File: src/rtl/seq_mul_pkg.sv
// rtl/seq_mul_pkg.sv - shared FSM state type for the shift-add multiplier
package seq_mul_pkg;

  typedef enum logic [1:0] {IDLE, BUSY, DONE} mul_state_t;

endpackage

File: src/rtl/seq_shift_add_mul.sv
// rtl/seq_shift_add_mul.sv - sequential unsigned shift-add multiplier with valid/ready handshakes
// Optional SEQ_MUL_EARLY_EXIT_EN: finish as soon as the remaining multiplier bits are all zero.
module seq_shift_add_mul
  import seq_mul_pkg::*;
#(
  parameter  int WIDTH = 32,
  localparam int CNT_W = $clog2(WIDTH + 1)
) (
  input  logic               clk,
  input  logic               rst_n,
  input  logic               in_valid,
  output logic               in_ready,
  input  logic [WIDTH-1:0]   a,
  input  logic [WIDTH-1:0]   b,
  output logic               out_valid,
  input  logic               out_ready,
  output logic [2*WIDTH-1:0] product
);

  mul_state_t         state;
  mul_state_t         state_nx;
  logic [2*WIDTH-1:0] acc;
  logic [2*WIDTH-1:0] mcand;
  logic [WIDTH-1:0]   mplier;
  logic [CNT_W-1:0]   cnt;

  logic [2*WIDTH-1:0] acc_add;
  logic [WIDTH-1:0]   mplier_sh;
  logic               last_step;

  assign in_ready  = (state == IDLE);
  assign out_valid = (state == DONE);

  always_comb begin
    acc_add   = mplier[0] ? (acc + mcand) : acc;
    mplier_sh = mplier >> 1;
    last_step = (cnt == CNT_W'(WIDTH - 1));
`ifdef SEQ_MUL_EARLY_EXIT_EN
    last_step = last_step || (mplier_sh == '0);
`endif
    state_nx = state;
    case (state)
      IDLE: begin
        if (in_valid) begin
`ifdef SEQ_MUL_EARLY_EXIT_EN
          state_nx = (b == '0) ? DONE : BUSY;
`else
          state_nx = BUSY;
`endif
        end
      end
      BUSY:    state_nx = last_step ? DONE : BUSY;
      DONE:    state_nx = out_ready ? IDLE : DONE;
      default: state_nx = IDLE;
    endcase
  end

  always_ff @(posedge clk or negedge rst_n) begin
    if (!rst_n) begin
      state   <= IDLE;
      acc     <= '0;
      mcand   <= '0;
      mplier  <= '0;
      cnt     <= '0;
      product <= '0;
    end else begin
      state <= state_nx;
      case (state)
        IDLE: begin
          if (in_valid) begin
            acc    <= '0;
            mcand  <= {{WIDTH{1'b0}}, a};
            mplier <= b;
            cnt    <= '0;
`ifdef SEQ_MUL_EARLY_EXIT_EN
            if (b == '0) product <= '0;
`endif
          end
        end
        BUSY: begin
          acc    <= acc_add;
          mcand  <= mcand << 1;
          mplier <= mplier_sh;
          cnt    <= cnt + CNT_W'(1);
          // product takes the accumulate that includes this edge's partial product
          if (last_step) product <= acc_add;
        end
        default: ;
      endcase
    end
  end

endmodule

File: config.mk
export PLATFORM = sky130hd
export DESIGN_NAME = seq_shift_add_mul
export DESIGN_NICKNAME = d
export VERILOG_FILES = /design/src/rtl/seq_mul_pkg.sv /design/src/rtl/seq_shift_add_mul.sv
export SDC_FILE = /design/constraint.sdc
export NUM_CORES = 1
export LEC_CHECK = 0
export ABC_AREA = 1
export BUFFER_PORTS_ARGS = -buffer_cell sky130_fd_sc_hd__buf_4
export CORE_MARGIN = 2
export CORE_UTILIZATION = 66
export DETAILED_ROUTE_END_ITERATION = 12
export PLACE_DENSITY = 0.86
export SETUP_SLACK_MARGIN = 0.02
export SYNTH_ARGS = -nofsm -noshare
export SYNTH_HDL_FRONTEND = slang
export SYNTH_SLANG_ARGS = --single-unit
File: constraint.sdc
create_clock -name clk -period 4.4 [get_ports clk]
set_input_delay 0.44 -clock clk [delete_from_list [all_inputs] [get_ports clk]]
set_output_delay 0.44 -clock clk [all_outputs]
set_load 0.005 [all_outputs]
==> results.toml <==
[status]
outcome = "complete, no violations"

[clock_tree]
clkSinkCount = 232
h-tree-depth = 1
cts_tree = "yes"
postCtsSetupRepairBufs = 0
cts_buffer_depth = 3
clkLatencyLatePin_ps = 540
cts_root_buffer = "clkbuf_16"
clk_pin_slew_worst_paths_ps = 60
cts_buffers = 24

[floorplan]
ioPinCount = 134
die_h_um = 159
rows = 56
coreArea_mm2 = 0.0235
initial_utilization = 0.674
dieArea_mm2 = 0.0253
chipWidth_um = 159

[worst_setup_path]
setup.worst_path.start = "cnt[0]"
worstPathRequired_ps = 4790
reg2reg_slack_ps = 1400
crit_chain = "ha_1 -> nand2_1 -> nor2_2 -> inv_2 -> nor2_4 -> nand2_2 -> nor2_8 -> inv_2 -> buf_4 -> nand2_1 -> o21ai_1"
endpoint_kind = "flip-flop"
crit_arrival_ps = 3390
r2r_start = "cnt[0]"
worstSetupPathType = "flip-flop to flip-flop"
worstSetupStartpointType = "flip-flop"
crit_slowest_cell = "nor2_8"
reg2reg_depth = 11
endpoint = "product[9]"
cpPeakStageDelay_ps = 570
timing.rr.end = "product[9]"
path_max_fanout = 50

[sta]
final-hold-violation-count = 0
slew_viol_final = 0
min_period_over_period = 0.683
hold_ws_ps = 91.1
min_period_ps = 3000
fmaxAchievable_ghz = 0.333
fin_skew_ps = 16.0
worstMarginPinSlew_ps = 1120
rsz0062_at_grt = "false"
maxSlewHeadroom = 0.255
setup_violations = 0
tns_ps = 0

[synth]
syn_nets = 2467
ys.flop_type = "dfrtp_1"
synth_area_leaders = "dfrtp_1 37%, nand2_1 19%, inv_1 10%, ha_1 5.0%, nand3_1 4.3%"
ys_top_cells_by_count = "801 x nand2_1, 434 x inv_1, 232 x dfrtp_1"
synth_top_area_frac = 0.366
synth_most_common_cell = "nand2_1"
async_flop_share = 1.00
synth_seq_cells = 232
ys_seq_area_frac = 0.366
syn_avg_cell_area_um2 = 6.79
synth_area_mm2 = 0.0159
yosys_warnings = 0
synth.largest_area_cell = "dfrtp_1"
syn_inst = 2334
ys_types = 43
synth_enable_flop_cells = 0

[placement]
numPortBuffers = 133
dp_hpwl_mm = 34.0
dpl.cell_count = 2728
place.gp.congestion = 1.02

[finish]
antenna_cells = 0
final_nets = 2569
drive_above_1_share = 0.137
utilization = 0.755
nFillCells = 1804
finalNonFillerCells = 2770
multi_input_area_mm2 = 0.00800
area.sequential_mm2 = 0.00581
area_growth_pct = 12.1

[detailed_routing]
ant_nets = 0
wl_per_cell_um = 17.0
dr_total_vias = 15500
wl_mm = 47.2
drt_iter0_drc = 1852
via_per_inst = 5.60
dr.pass1.iters = 8
drc_errors = 0

[global_route]
grt_pass1_vias = 14500
grt_max_degree = 114
grt_overflow = 0
grt_pass1_wl_mm = 75.9
grt.total_usage = 0.371
antenna_found_initial = 0

[run]
max_cap_violations = 0

[hold_path]
hp-start = "out_ready"
hold_path_class = "primary input to flip-flop"
[worst max-delay path, delay by kind of cell, from the launching register on]
| kind | cells | cell delay [ps] |
|---|---|---|
| fa+ha+maj | 1 | 190 |
| buf+inv | 3 | 1000 |
| flops | 1 | 400 |
| simple gates | 6 | 1130 |
| compound gates | 1 | 90 |
[how the worst min path moves through the flow]
stage | endpoint | slack, ps | cells after the start
finish | state[1] | 90 | 2
global placement | product[52] | 460 | 2
CTS | state[1] | 80 | 2
detailed placement | product[58] | 470 | 2
global route | state[1] | 100 | 2
floorplan | acc[0] | 140 | 0
[logic make-up after synthesis]
kind of cell,after synthesis,synth area share
compound gates,298,0.107
xor+xnor,30,0.0166
buf+inv,522,0.130
fa+ha+maj,65,0.0518
flops,232,0.366
simple gates,1187,0.329
[flip-flops by register name, indices dropped and copies added, names as in the netlist]
signal,flops
acc,64
state,2
mplier,32
cnt,6
mcand,64
product,64
[metrics by stage]
step,area [um2],worst slack (ps)
2_1_floorplan,15900,2400
3_3_place_gp,17000,1660
3_5_place_dp,17000,1480
4_1_cts,17800,1420
5_1_grt,17800,1180
6_report,17800,1400
[what timing repair did]
item / CTS / global route
gates resized for setup: 0 / 0
hold endpoints to repair: 69 / 0
hold buffers: 1 / 0
[area by class of cell]
type	instances	area share
multi-input cells	1580	0.450
flip-flops and latches	232	0.327
inverters	455	0.0960
repair buffers	143	0.0623
clock buffers	34	0.0381
well taps	319	0.0224
clock inverters	7	0.00450
[routing by layer]
layer	track usage	up-vias	wire (um)
li1	-	7459	-
met5	0	-	0
met3	0.0534	103	4320
met2	0.575	750	20800
met1	0.544	7204	20500
met4	0.107	0	1550
[layout by cell type, fill, tap and decap left out, drive strengths merged, types with 2 or more instances in the layout]
cell type	Yosys	final
a22o	3	3
dfrtp	232	232
a21oi	106	106
or2	35	35
nand4	9	9
clkinv	5	8
o21bai	4	4
ha	64	64
xnor2	15	15
nor2	129	129
xor2	15	15
nand2	834	834
nor4	2	2
o22ai	108	108
clkinvlp	0	2
inv	450	451
nor3	14	14
clkbuf	30	34
buf	37	142
nand3	163	163
o21ai	61	61
o211ai	14	14
Power is left out: the tool's default activity adds up to more than one toggle a clock period on the data nets, which glitch-free logic cannot reach.
